===== src/rtl/bias_memory_controller.sv =====
// Bias memory controller: arbitrates single-row writes and reads to a bias SRAM wrapper,
// registers the read word behind a valid/ready handshake and powers the macro down when idle.
module bias_memory_controller #(
    parameter int WIDTH         = 64,
    parameter int NUM_ROWS      = 32,
    parameter int IDLE_CYCLES   = 16,
    localparam int ADDRESS_WIDTH = $clog2(NUM_ROWS)
) (
    input  logic                     clk,
    input  logic                     rst,
    input  logic                     auto_sleep_enable,
    input  logic                     wr_valid,
    output logic                     wr_ready,
    input  logic [ADDRESS_WIDTH-1:0] wr_address,
    input  logic [WIDTH-1:0]         wr_data,
    input  logic [WIDTH-1:0]         wr_mask,
    input  logic                     rd_valid,
    output logic                     rd_ready,
    input  logic [ADDRESS_WIDTH-1:0] rd_address,
    output logic                     bias_valid,
    input  logic                     bias_ready,
    output logic [WIDTH-1:0]         bias_data,
    output logic [ADDRESS_WIDTH-1:0] mem_address,
    output logic [WIDTH-1:0]         mem_data_in,
    output logic [WIDTH-1:0]         mem_mask,
    output logic                     mem_chip_select,
    output logic                     mem_write_enable,
    output logic                     mem_power_down,
    output logic                     mem_power_down_small_bias,
    input  logic [WIDTH-1:0]         mem_data_out
);

    localparam int COUNT_WIDTH = $clog2(IDLE_CYCLES + 1);
    localparam logic [COUNT_WIDTH-1:0] IDLE_MAX = COUNT_WIDTH'(IDLE_CYCLES);

    typedef enum logic [2:0] {
        IDLE,
        ISSUE,
        CAPTURE,
        HOLD,
        SLEEP,
        WAKE
    } state_t;

    state_t                 state;
    state_t                 next_state;
    logic                   op_write;
    logic [COUNT_WIDTH-1:0] idle_count;
    logic                   accept_write;
    logic                   accept_read;
    logic                   idle_quiet;

    assign accept_write = (state == IDLE) && wr_valid;
    assign accept_read  = (state == IDLE) && !wr_valid && rd_valid;
    assign idle_quiet   = (state == IDLE) && !wr_valid && !rd_valid;

    assign wr_ready = (state == IDLE);
    assign rd_ready = (state == IDLE);
    assign mem_power_down_small_bias = mem_power_down;

    always_comb begin
        next_state = state;
        case (state)
            IDLE: begin
                if (wr_valid || rd_valid)
                    next_state = ISSUE;
                else if (idle_count == IDLE_MAX)
                    next_state = SLEEP;
            end
            ISSUE:   next_state = op_write ? IDLE : CAPTURE;
            CAPTURE: next_state = HOLD;
            HOLD:    next_state = bias_ready ? IDLE : HOLD;
            SLEEP:   next_state = (wr_valid || rd_valid) ? WAKE : SLEEP;
            WAKE:    next_state = IDLE;
            default: next_state = IDLE;
        endcase
    end

    // Memory-facing strobes are registered from next_state so they line up with ISSUE/SLEEP.
    always_ff @(posedge clk) begin
        if (rst) begin
            state            <= IDLE;
            op_write         <= 1'b0;
            idle_count       <= '0;
            bias_valid       <= 1'b0;
            bias_data        <= '0;
            mem_address      <= '0;
            mem_data_in      <= '0;
            mem_mask         <= '0;
            mem_chip_select  <= 1'b0;
            mem_write_enable <= 1'b0;
            mem_power_down   <= 1'b0;
        end else begin
            state            <= next_state;
            mem_chip_select  <= (next_state == ISSUE);
            mem_write_enable <= accept_write;
            mem_power_down   <= (next_state == SLEEP);
            bias_valid       <= (next_state == HOLD);

            if (accept_write) begin
                op_write    <= 1'b1;
                mem_address <= wr_address;
                mem_data_in <= wr_data;
                mem_mask    <= wr_mask;
            end else if (accept_read) begin
                op_write    <= 1'b0;
                mem_address <= rd_address;
            end

            if (state == CAPTURE)
                bias_data <= mem_data_out;

            if (idle_quiet && auto_sleep_enable) begin
                if (idle_count != IDLE_MAX)
                    idle_count <= idle_count + 1'b1;
            end else begin
                idle_count <= '0;
            end
        end
    end

endmodule


===== config.mk =====
export PLATFORM = sky130hd
export DESIGN_NAME = bias_memory_controller
export DESIGN_NICKNAME = d
export VERILOG_FILES = /design/src/rtl/bias_memory_controller.sv
export SDC_FILE = /design/constraint.sdc
export NUM_CORES = 1
export LEC_CHECK = 0
export BUFFER_PORTS_ARGS = -buffer_cell sky130_fd_sc_hd__buf_2
export CORE_UTILIZATION = 30
export CTS_BUF_LIST = sky130_fd_sc_hd__clkbuf_8 sky130_fd_sc_hd__clkbuf_16
export DETAILED_ROUTE_END_ITERATION = 10
export PLACE_DENSITY_LB_ADDON = 0.12
export SYNTH_ARGS = -nofsm -noshare
export SYNTH_HDL_FRONTEND = slang
export SYNTH_SLANG_ARGS = --single-unit

===== constraint.sdc =====
create_clock -name clk -period 1.92 [get_ports clk]
set_input_delay 0.48 -clock clk [delete_from_list [all_inputs] [get_ports clk]]
set_output_delay 0.48 -clock clk [all_outputs]
set_load 0.01 [all_outputs]

Word-level counts from Yosys, hierarchy flattened

Index checks and enable logic that the tools add are counted.

Bits in registers: 210
Input port bits: 208
Output and inout port bits: 204
Logic and storage cells: 43

Add/sub/neg operators: 1
Eq/ne operators: 9
Mux-type cells: 10
Bitwise gates (word level): 1
Reduce and logical (&&, ||, !) cells: 11

Operators by type and width:

| cell                                                            | count |
|---|---|
| 3-bit case mux with 5 select lines                              | 1 |
| 5-bit 2-to-1 mux                                                | 2 |
| 3-bit by 2-bit == test with 1-bit output, second input constant | 3 |
| 3-bit by 1-bit == test with 1-bit output, second input constant | 2 |
| 3-bit == test, second input constant                            | 2 |
| 3-bit 2-to-1 mux                                                | 2 |
| 5-bit by 1-bit adder with 5-bit output, second input constant   | 1 |
| 5-bit == test, second input constant                            | 1 |
| 1-bit logical AND                                               | 5 |
| 5-bit != test, second input constant                            | 1 |
| 2-bit 2-to-1 mux                                                | 2 |
| 3-bit zero test                                                 | 1 |
| 1-bit 2-to-1 mux                                                | 3 |
| 1-bit zero test                                                 | 2 |
| 2-bit nonzero test                                              | 1 |
| 2-bit OR reduction                                              | 1 |
| 1-bit logical OR                                                | 1 |
| 1-bit NOT                                                       | 1 |

Depth between registers and ports, before layout

Depth in word-level cells: 6
Depth in mapped cells: 7
Depth with buffers taken out: 5

Worst setup path after synthesis

No wires, ideal clock.

Kind: flip-flop to output port
Start point: register state[2]
End point: output port wr_ready
Data arrival time: 1.187 ns
Data required time: 1.440 ns
Setup slack: 0.253 ns
Cell stages (with the launch flop): 4
Buffers on the path: 2
Path through: dfxtp_1 buf_2 nor3_1 buf_4

Cells in the longest elaborated chain, start to end: 1

Ends and longest elaborated chain:

| item                     | line | text |
|---|---|---|
| start: declaration       | 45   | `state_t state;` |
| start signal: assignment | 94   | `state <= next_state;` |
| 3-bit zero test          | -    |  |
| end: declaration         | 13   | `output logic wr_ready,` |

Every way passes these cells.

Final worst setup path

Start point: register state[2]
End point: output port wr_ready

Cells in the longest elaborated chain, start to end: 1

Ends and longest elaborated chain:

| item            | line | text |
|---|---|---|
| 3-bit zero test | 57   | `assign wr_ready = (state == IDLE);` |

Every way passes these cells.

==> summary.txt <==
Final min period - 1.87 ns
CP Data Required Time - 1.44 ns
Max H-tree Level - 1
# nets final - 1506
wire length reported by the detailed router - 23900 µm
Cell Rows - 57
Slew HR - 63.8%
initial antenna violation count - 1
Worst setup endpoint - wr_ready
Top-Level Pins - 412
#FFs+latches synth - 210
number of flops mapped to enable cells by yosys - 0
vias in the first global route - 6729
WS Path Type - reg -> out
Slew @ Worst Pin - 0.543 ns
Synth async-reset ratio - 0%
Fin. Hold Viols - 0
clk root buf - clkbuf_16
Via density - 4.46
DRC Markers - 0
Critical Path Start - state[2]
Worst-Skew Late Latency - 0.52 ns
Tcrit/Tclk final - 97.3%
Tot GR Track Use - 18.0%
RSZ-0062 raised after global routing - false
syn_area_per_cell - 8.11 µm²
R2R Path End - mem_data_in[4]
core region area - 24200 µm²
Min-Delay Path Depth - 3
Clock Tree Buf Depth - 3
largest net degree at the start of global routing - 106
critical path peak fanout - 11
power per cell area - 1070 nW/µm²
global-route wire length before repair - 37100 µm
Max Cap Viol - 0
fillers - 2602
drt pass-1 iters - 4
clock sinks - 210
sequential share of the synthesized area - 56.9%
Worst Reg2Reg Path Length in Cells - 4
flop-to-flop setup slack - 0.32 ns
Crit. End Element - output pin
setup TNS - 0 ns
Synth Instances - 912
vias - 7311
Pwr Total - 11.3 mW
worst r2r src - state[2]
Initial DRC Count - 472
clock transition at the registers of the reported paths - 0.06 ns
CP arrival - 1.39 ns
crit start category - flop
Die Area - 25300 µm²
area grow syn2layout - 42.5%
Max Freq - 0.535 GHz
fin. max-slew vios - 0
layout cells sized above 1 - 35.9%
gp weighted congestion - 0.784
leakage power - 4.94 nW
status - completed
maximum VDD drop - 662 µV
DP HPWL - 16300 µm
Die Height - 159 µm
Layout Cells excl Fill - 1638
YS warnings - 0
Clock Skew - 0.00994 ns
syn nets - 1122
area of the mapped netlist - 7390 µm²
TritonCTS clock tree - built
starting density of the core - 30.5%
Yosys cell types - 31
CTS buffer count - 25
Routed WL per cell - 14.6 µm
top_reg_cell synth - dfxtp_1
Hold Crit Class - in -> reg
Setup Viol. Count Final - 0
# hold bufs at CTS - 0
antenna-violating nets left - 0
GRT overflow - 0
die width - 159 µm
# placed instances - 1592
IO Port Bufs - 411
-- cells in the final DEF (no fill, tap or decap), types with 3 or more instances in the layout --
cell / netlist / final
buf_12: 0 / 11
buf_4: 10 / 6
nand2_1: 385 / 385
a21oi_1: 195 / 195
nor3_1: 3 / 3
o22ai_1: 5 / 5
nor2_1: 9 / 9
nand3_1: 3 / 3
buf_2: 7 / 409
inv_1: 4 / 14
o2bb2ai_1: 4 / 4
clkbuf_16: 0 / 25
clkbuf_8: 0 / 5
dfxtp_1: 210 / 207
-- routing by layer --
metal	global-route usage (%)	share of wire [%]	wire, µm	vias to the layer above
met2	30.3	47	11300	270
li1	-	-	-	3716
met5	0	0	0	-
met4	5.24	2.6	619	0
met1	22.5	43	10200	3292
met3	4.92	7.5	1790	33
-- cells in the mapped netlist (3+ instances only) --
cell | count | area share, %
a21oi_1 | 195 | 13
buf_1 | 7 | 0.36
buf_2 | 7 | 0.47
buf_4 | 10 | 1.0
buf_6 | 11 | 1.7
clkbuf_1 | 35 | 1.8
dfxtp_1 | 210 | 57
inv_1 | 4 | 0.20
nand2_1 | 385 | 20
nand3_1 | 3 | 0.20
nor2_1 | 9 | 0.46
nor3_1 | 3 | 0.20
o22ai_1 | 5 | 0.42
o2bb2ai_1 | 4 | 0.47
-- cell families after synthesis --
family	count (synthesis)	share of synthesized area [%]
adders and majority gates	2	0.338
xor gates and xnor gates	4	0.474
DFF	210	56.9
muxes	1	0.135
AOI/OAI and AO/OA	209	14.7
buffers and inverters	74	5.50
and+or+nand+nor	412	22.0
-- state kept, by name (all words and copies together), names as in the netlist --
signal,flops
mem_mask,64
idle_count,5
bias_data,64
mem_write_enable,1
op_write,1
state,3
mem_address,5
bias_valid,1
mem_chip_select,1
mem_power_down,1
mem_data_in,64
-- critical path, stage by stage (launching register included) --
cell	delay, ns
dfxtp_4	0.39
nor3_1	0.20
buf_4	0.16
buf_4	0.13
-- how the worst min path moves through the flow --
stage | start | endpoint | slack (ns)
after floorplan | idle_count[4] | idle_count[4] | 0.47
after global placement | mem_mask[46] | mem_mask[46] | 0.44
after detailed placement | mem_data_in[57] | mem_data_in[57] | 0.44
after CTS | wr_mask[28] | mem_mask[28] | 0.17
after global routing | wr_mask[28] | mem_mask[28] | 0.18
final | mem_data_out[4] | bias_data[4] | 0.19
-- timing repair --
item,4_1_cts,5_1_grt
endpoints found under the setup margin,2,2
buffers inserted,0,1
resized for setup,5,0
-- area by class of cell --
class	count	area (µm²)	share of cell area [%]
inverters	4	15.0	0.143
clock buffers	30	694	6.59
diodes	1	2.50	0.0238
well taps	324	405	3.85
repair buffers	427	2320	22.1
multi-input cells	628	2790	26.5
flip-flops and latches	210	4210	40.0
clock inverters	14	88.8	0.844
-- per-stage QoR --
stage	area [µm²]	hold slack, ns	utilization (%)	setup slack (ns)
2_1_floorplan	7390	0.472	-	0.253
3_3_place_gp	9730	0.438	40.1	0.218
3_5_place_dp	9730	0.443	40.1	0.192
4_1_cts	10500	0.172	43.4	0.0157
5_1_grt	10500	0.178	43.4	0.00720
6_report	10500	0.193	43.4	0.0513
-- power by group --
group / internal [mW] / leakage, nW / total, mW / switching [mW]
combinational: 0.783 / 2.80 / 1.91 / 1.12
sequential: 4.72 / 1.72 / 4.89 / 0.175
clock: 2.67 / 0.420 / 4.50 / 1.82
total: 8.17 / 4.94 / 11.3 / 3.12
No activity file was read; power rests on OpenSTA's default activity.
